### src/rtl/mem_stage.sv
// Memory (ME) stage of the 5-stage MIPS pipeline: drives a req/ack data memory,
// steers byte/halfword lanes, extends loads and stalls upstream while waiting.
module mem_stage #(
  parameter int TIMEOUT = 255,
  parameter int TO_W    = 8
) (
  input  logic        clock,
  input  logic        reset,
  input  logic [31:0] ans_ex,
  input  logic [31:0] b_ex,
  input  logic [4:0]  rw_ex,
  input  logic        wreg_ex,
  input  logic        m2reg_ex,
  input  logic        wmem_ex,
  input  logic [1:0]  msize_ex,
  input  logic        msign_ex,
  output logic        dm_req,
  output logic        dm_we,
  output logic [29:0] dm_addr,
  output logic [3:0]  dm_be,
  output logic [31:0] dm_wdata,
  input  logic        dm_ack,
  input  logic [31:0] dm_rdata,
  output logic [31:0] ans_me,
  output logic [31:0] mo_me,
  output logic [4:0]  rw_me,
  output logic        wreg_me,
  output logic        m2reg_me,
  output logic        stall_me,
  output logic        align_err,
  output logic        bus_err,
  output logic [1:0]  state_dbg
);

  typedef enum logic [1:0] {
    S_IDLE   = 2'd0,
    S_ACCESS = 2'd1,
    S_DONE   = 2'd2
  } state_t;

  localparam logic [TO_W-1:0] TO_LIM = TO_W'(TIMEOUT);

  state_t          state_q, state_d;
  logic [TO_W-1:0] cnt_q, cnt_d;
  logic            err_q, err_d;
  logic [31:0]     rdata_q, rdata_d;

  logic        mem_op;
  logic        is_load;
  logic        misaligned;
  logic        go;
  logic [31:0] ld_ext;
  logic [31:0] ld_val;
  logic [15:0] ld_half;
  logic [7:0]  ld_byte;

  // A load+store combination is treated as a load, so it never writes.
  assign mem_op     = m2reg_ex | wmem_ex;
  assign is_load    = m2reg_ex;
  assign misaligned = ((msize_ex == 2'b01) & ans_ex[0]) |
                      (msize_ex[1] & (ans_ex[1:0] != 2'b00));
  assign go         = mem_op & ~misaligned;

  assign dm_we     = wmem_ex & ~m2reg_ex;
  assign dm_addr   = ans_ex[31:2];
  assign ans_me    = ans_ex;
  assign rw_me     = rw_ex;
  assign state_dbg = state_q;

  always_comb begin
    dm_be    = 4'b1111;
    dm_wdata = b_ex;
    if (dm_we) begin
      case (msize_ex)
        2'b00: begin
          dm_be    = 4'b0001 << ans_ex[1:0];
          dm_wdata = {4{b_ex[7:0]}};
        end
        2'b01: begin
          dm_be    = ans_ex[1] ? 4'b1100 : 4'b0011;
          dm_wdata = {2{b_ex[15:0]}};
        end
        default: begin
          dm_be    = 4'b1111;
          dm_wdata = b_ex;
        end
      endcase
    end
  end

  // Little-endian lane select followed by sign or zero extension.
  always_comb begin
    ld_byte = dm_rdata[8*ans_ex[1:0] +: 8];
    ld_half = ans_ex[1] ? dm_rdata[31:16] : dm_rdata[15:0];
    case (msize_ex)
      2'b00:   ld_ext = {{24{msign_ex & ld_byte[7]}}, ld_byte};
      2'b01:   ld_ext = {{16{msign_ex & ld_half[15]}}, ld_half};
      default: ld_ext = dm_rdata;
    endcase
    ld_val = is_load ? ld_ext : 32'd0;
  end

  always_ff @(posedge clock) begin
    if (reset) begin
      state_q <= S_IDLE;
      cnt_q   <= '0;
      err_q   <= 1'b0;
      rdata_q <= 32'd0;
    end else begin
      state_q <= state_d;
      cnt_q   <= cnt_d;
      err_q   <= err_d;
      rdata_q <= rdata_d;
    end
  end

  always_comb begin
    state_d = state_q;
    cnt_d   = cnt_q;
    err_d   = err_q;
    rdata_d = rdata_q;
    case (state_q)
      S_IDLE: begin
        err_d = 1'b0;
        cnt_d = '0;
        if (go) begin
          if (dm_ack) begin
            state_d = S_DONE;
            rdata_d = ld_val;
          end else begin
            state_d = S_ACCESS;
            cnt_d   = {{(TO_W-1){1'b0}}, 1'b1};
          end
        end
      end
      S_ACCESS: begin
        // An ack arriving on the timeout cycle still completes normally.
        if (dm_ack) begin
          state_d = S_DONE;
          rdata_d = ld_val;
        end else if (cnt_q == TO_LIM) begin
          state_d = S_DONE;
          rdata_d = 32'd0;
          err_d   = 1'b1;
        end else begin
          cnt_d = cnt_q + 1'b1;
        end
      end
      S_DONE: begin
        state_d = S_IDLE;
        cnt_d   = '0;
        err_d   = 1'b0;
        rdata_d = 32'd0;
      end
      default: begin
        state_d = S_IDLE;
        cnt_d   = '0;
        err_d   = 1'b0;
        rdata_d = 32'd0;
      end
    endcase
  end

  // Stalled cycles hand bubbles to WB; reset forces plain pass-through.
  always_comb begin
    dm_req    = 1'b0;
    stall_me  = 1'b0;
    wreg_me   = wreg_ex;
    m2reg_me  = m2reg_ex;
    mo_me     = 32'd0;
    align_err = 1'b0;
    bus_err   = 1'b0;
    if (!reset) begin
      case (state_q)
        S_IDLE: begin
          if (mem_op & misaligned) begin
            wreg_me   = 1'b0;
            align_err = 1'b1;
          end else if (go) begin
            dm_req   = 1'b1;
            stall_me = 1'b1;
            wreg_me  = 1'b0;
            m2reg_me = 1'b0;
          end
        end
        S_ACCESS: begin
          dm_req   = 1'b1;
          stall_me = 1'b1;
          wreg_me  = 1'b0;
          m2reg_me = 1'b0;
        end
        S_DONE: begin
          mo_me   = rdata_q;
          wreg_me = wreg_ex & ~err_q;
          bus_err = err_q;
        end
        default: begin
          wreg_me = wreg_ex;
        end
      endcase
    end
  end

endmodule

### config.mk
export PLATFORM = sky130hd
export DESIGN_NAME = mem_stage
export DESIGN_NICKNAME = d
export VERILOG_FILES = /design/src/rtl/mem_stage.sv
export SDC_FILE = /design/constraint.sdc
export NUM_CORES = 1
export LEC_CHECK = 0
export BUFFER_PORTS_ARGS = -buffer_cell sky130_fd_sc_hd__buf_2
export CELL_PAD_IN_SITES_DETAIL_PLACEMENT = 1
export CELL_PAD_IN_SITES_GLOBAL_PLACEMENT = 2
export CORE_MARGIN = 10
export CORE_UTILIZATION = 21
export CTS_CLUSTER_DIAMETER = 100
export DETAILED_ROUTE_END_ITERATION = 7
export PLACE_DENSITY = 0.88
export SLEW_MARGIN = 20
export SYNTH_ARGS = -nofsm -noshare
export SYNTH_HDL_FRONTEND = slang
export SYNTH_SLANG_ARGS = --single-unit
### constraint.sdc
create_clock -name clock -period 2 [get_ports clock]
set_input_delay 0.3 -clock clock [delete_from_list [all_inputs] [get_ports clock]]
set_output_delay 0.3 -clock clock [all_outputs]
set_load 0.05 [all_outputs]
# --- Word-level counts from Yosys, hierarchy flattened ---
# Cells that the tools add are included.
totals:
  word_cells: 81
  memories: 0
  out_inout_bits: 144
  latchBits: 0
  romBits: 0
  regBits: 43
  ramBits: 0
  input_bits: 110
op_classes:
  div: 0
  n_shift: 2
  reduce_logical: 8
  order_cmp: 0
  mux: 42
  n_mul: 0
  n_addsub: 1
  eq_ne: 9
  bitwise_logic: 15
ops:
  columns: ["op", "n"]
  rows:
  - ["32-bit two-way mux", 8]
  - ["32-bit case mux with 2 select lines", 3]
  - ["32-bit by 6-bit variable part select with 8-bit output", 1]
  - ["1-bit two-way mux", 16]
  - ["16-bit two-way mux", 1]
  - ["8-bit two-way mux", 2]
  - ["8-bit case mux with 2 select lines", 1]
  - ["8-bit by 1-bit adder with 8-bit output, second input constant", 1]
  - ["1-bit bitwise AND", 8]
  - ["8-bit == test, second input constant", 1]
  - ["2-bit two-way mux", 4]
  - ["4-bit two-way mux", 2]
  - ["2-bit != test, second input constant", 4]
  - ["4-bit case mux with 2 select lines", 1]
  - ["2-bit AND reduction", 3]
  - ["1-bit inverter", 5]
  - ["2-bit by 1-bit == test with 1-bit output, second input constant", 2]
  - ["2-bit logical NOT", 2]
  - ["1-bit case mux with 2 select lines", 2]
  - ["2-bit case mux with 2 select lines", 1]
  - ["1-bit by 2-bit left shift with 4-bit output, first input constant", 1]
  - ["3-bit != test, second input constant", 1]
  - ["1-bit case mux with 3 select lines", 1]
  - ["3-bit AND reduction", 1]
  - ["other kinds (4)", 5]

# --- Logic depth before layout (Yosys ltp) ---
depth:
  ltp_word: 9
  mapped_depth: 6
  mapped_depth_nobuf: 5

# --- Least setup slack after synthesis ---
# OpenSTA, ideal clock, no wires.
synth_path:
  kind: "register -> output"
  start: "reg state_q[1] (netlist: state_dbg[1])"
  end: "out m2reg_me"
  n_path_buf: 1
  t_arrival_ns: 2.427
  path_slack_ns: -0.727
  required_ns: 1.700
  stages_incl_launch_ff: 5
  path_cell_list: "dfxtp_1 > buf_6 > or2_4 > or3_1 > a21boi_0"
synth_between:
  elab_chain_cells: 3
  word_cells_on_any_way: 4
  cone_classes: "eq/ne: 1; mux: 2; reduce/logical: 1"
synth_lines:
  columns: ["item", "line", "rtl"]
  rows:
  - ["start, declared", "43", "state_t state_q, state_d;"]
  - ["start signal, assigned", "110", "state_q <= state_d;"]
  - ["2-bit by 1-bit == test with 1-bit output or 2-bit logical NOT (tied branches)", "174", "case (state_q)"]
  - ["1-bit case mux with 2 select lines *", "174", null]
  - ["1-bit two-way mux *", "173", "if (!reset) begin"]
  - ["end, declared", "28", "output logic m2reg_me,"]
# Mark *: on every way between the ends. The rest lies on a longest branch, timed or not.

# --- Worst setup path after layout ---
layout_path:
  start: "reg state_q[1] (netlist: state_dbg[1])"
  end: "out align_err"
layout_between:
  elab_chain_cells: 3
layout_lines:
  columns: ["item", "line", "rtl"]
  rows:
  - ["2-bit logical NOT", "174", null]
  - ["1-bit two-way mux", "174", null]
  - ["1-bit two-way mux", "173", null]
  - ["end, declared", "30", "output logic align_err,"]
# Every way passes these cells.

==> impl_metrics.env <==
export IMPL_required_ps=1700
export IMPL_place_worst_setup_slack_ps=140.6
export IMPL_setup_violations=0
export IMPL_cp_slowest_cell="dfxtp_4"
export IMPL_maxCapViolCount=0
export IMPL_cts_root_buf="clkbuf_16"
export IMPL_hold_path_depth=3
export IMPL_area_growth_pct=26.17
export IMPL_r2r_worst_path_cells=6
export IMPL_drc=0
export IMPL_path_max_fanout=6
export IMPL_via_per_inst=4.601
export IMPL_drive_above_1_share_pct=47.81
export IMPL_cts_sinks=43
export IMPL_place_inst=736
export IMPL_grt_pass1_wl_mm=20.92
export IMPL_final_nets=636
export IMPL_wl_met3_mm=1.108
export IMPL_io_pins=254
export IMPL_stdcell_count=746
export IMPL_cp_arrival_ps=1620
export IMPL_critPathCaptureType="primary output"
export IMPL_cp_start_kind="flip-flop"
export IMPL_num_rows=47
export IMPL_first_pass_iters=4
export IMPL_async_flop_share_pct=0
export IMPL_grt_usage_pct=11.69
export IMPL_overflow=0
export IMPL_wl_met1_mm=5.569
export IMPL_fmax_mhz=520.4
export IMPL_powerDensity_nw_per_um2=587.2
export IMPL_worst_pin_slew_ps=550.9
export IMPL_first_global_vias=3860
export IMPL_synth_avg_cell_area_um2=7.916
export IMPL_start_util_pct=21.48
export IMPL_cts_buffers=5
export IMPL_path_cells="or2_4, or3_4, nor3_4, buf_6"
export IMPL_hp_start="dm_rdata[16]"
export IMPL_routed_wl_mm=13.73
export IMPL_vdd_drop_max_uv=258.3
export IMPL_timing_final_crit_period_ps=1921
export IMPL_critPathLaunch="state_dbg[1]"
export IMPL_crit_buf_inv=1
export IMPL_critical_path_max_stage_delay_ps=360
export IMPL_fin_ws_ps=78.52
export IMPL_dp_hpwl_mm=11.24
export IMPL_top_layer_used="met4"
export IMPL_drt_iter0_markers=117
export IMPL_wl_per_cell_um=18.41
export IMPL_ys_ff_latch=43
export IMPL_synth_edf_count=0
export IMPL_wl_met2_mm=6.699
export IMPL_die_area_um2=22570
export IMPL_syn_area_um2=3562
export IMPL_crit_family="simple AND/OR/NAND/NOR gates"
export IMPL_slew_viol_final=0
export IMPL_htree_levels=2
export IMPL_die_x_um=150.2
export IMPL_status="finished, final reports clean"
export IMPL_skew_ps=5.136
export IMPL_rsz0062_at_grt="no"
export IMPL_worstSetupPathType="reg -> out"
export IMPL_netlist_instances=450
export IMPL_die_h_um=150.2
export IMPL_grt_max_degree=34
export IMPL_final_antenna_net_count=0
export IMPL_synth_seq_area_share_pct=24.17
export IMPL_synth_nets=561
export IMPL_regToRegEndpoint="rdata_q[12]"
export IMPL_fillerInstances=2031
export IMPL_hold_buffers=0
export IMPL_hold_class="in -> reg"
export IMPL_cts_tree="yes"
export IMPL_synthFlopType="dfxtp_1"
export IMPL_r2r_start="cnt_q[0]"
export IMPL_synth_distinct_cells=53
export IMPL_cts_buffer_depth=2
export IMPL_place_gp_congestion=0.7366
export IMPL_io_buffers=153
export IMPL_maxSlewHeadroom_pct=63.25
export IMPL_r2r_slack_ps=180
export IMPL_leakage_nw=1.854
export IMPL_vias=3432
export IMPL_synth_warnings=0
export IMPL_insertion_delay_ps=280
export IMPL_core_um2=16580
export IMPL_final_period_utilization_pct=96.07
export IMPL_final_hold_viol_count=0
export IMPL_antenna_found_initial=1
export IMPL_hold_end="rdata_q[16]"
export IMPL_path_clk_slew_ps=60
[worst reg2reg max path, stage by stage (launching register included)]
cell and delay [ps]:
dfxtp_1 370, ha_1 170, and3_1 190, a21oi_1 100, o21bai_2 480, buf_4 280
o22ai_1 100
[cell usage in the layout, fill, tap and decap left out, types with 5 or more instances in the layout]
cell,netlist,final
a21oi_1,23,17
a21oi_2,0,6
a221oi_2,7,7
a22o_1,7,7
buf_12,0,12
buf_2,11,143
buf_4,77,17
clkbuf_16,0,5
dfxtp_1,43,41
inv_1,7,7
mux2_2,17,17
mux2i_1,17,17
nand2_1,15,15
nand2b_1,34,34
nor2_1,71,51
nor2_2,1,21
o21ai_0,9,5
o22ai_1,24,24
o32ai_1,8,8
or3_1,6,5
[metal layers]
metal	global-route usage, %	up-vias
met5	0	-
met4	4.519	0
met3	4.532	37
met2	20.44	118
met1	12.45	1628
li1	-	1649
[kinds of logic after synthesis]
kind of cell / count (synthesis) / share of synthesized area, %
compound gates: 100 / 21.25
simple gates: 153 / 21.11
flops: 43 / 24.17
buf+inv: 114 / 21.36
mux: 35 / 10.78
fa+ha+maj: 1 / 0.3512
xor+xnor: 4 / 0.9837
[power breakdown]
part / internal, W / total [W] / switching [W]
clock network: 0.000583 / 0.000913 / 0.000330
registers: 0.000891 / 0.000903 / 0.0000124
logic: 0.000288 / 0.000823 / 0.000535
total: 0.00176 / 0.00264 / 0.000878
[through the flow]
step	utilization [%]	cell area [um^2]	total power [W]	hold slack, ps	setup TNS [ps]
CTS	26.94	4467	0.002673	273.4	0
global route	27.10	4494	0.002760	299.9	0
detailed placement	25.92	4298	0.001742	489.3	0
finish	27.10	4494	0.002639	282.2	0
global placement	25.92	4298	0.001736	473.3	0
floorplan	-	3671	0.001836	442.4	-1128
[final cells by class]
class	count	area (um^2)	share of cell area (%)
diodes	1	2.502	0.05568
clock buffers	6	128.9	2.867
clock inverters	1	30.03	0.6682
inverters	8	30.03	0.6682
multi-input cells	293	2056	45.74
flip-flops and latches	43	865.8	19.27
well taps	220	275.3	6.125
repair buffers	174	1106	24.61
[cell usage after synthesis, types with 2 or more instances]
master    number  share of area, %
a21o_1         2              0.42
a21oi_1       23               3.2
a221oi_2       7               3.0
a22o_1         7               1.7
a22oi_1        2              0.42
a31oi_1        2              0.35
and3_1         3              0.53
buf_2         11               1.5
buf_4         77                16
buf_6          4               1.3
clkbuf_1      14               1.5
dfxtp_1       43                24
inv_1          7              0.74
mux2_2        17               5.4
mux2i_1       17               4.8
nand2_1       15               1.6
nand2b_1      34               6.0
nand3_1        2              0.28
nor2_1        71               7.5
nor2b_1        3              0.53
nor3_1         6              0.84
nor3b_1        2              0.42
o21a_1         2              0.42
o21ai_0        9               1.3
o221a_2        3              0.95
o22ai_1       24               4.2
o31ai_1        2              0.42
o32ai_1        8               2.0
or3_1          6               1.1
or4_1          2              0.42
xnor2_1        2              0.49
xor2_1         2              0.49
[registers in the layout, summed over array words and instances, names as in the netlist]
signal / flops
cnt_q: 8
err_q: 1
rdata_q: 32
state_dbg: 2
[what timing repair did]
action | CTS | global route
resized for setup | 3 | 3
pin swaps | 0 | 2
endpoints found under the setup margin | 2 | 35
buffers inserted | 0 | 2
[how the worst max path moves through the flow]
stage | depth (start not counted) | to
after floorplan | 6 | dm_wdata[24]
after global placement | 5 | dm_be[2]
after detailed placement | 5 | dm_be[2]
after CTS | 5 | mo_me[22]
after global routing | 5 | bus_err
final | 4 | align_err
No activity file was read; power rests on OpenSTA's default activity.
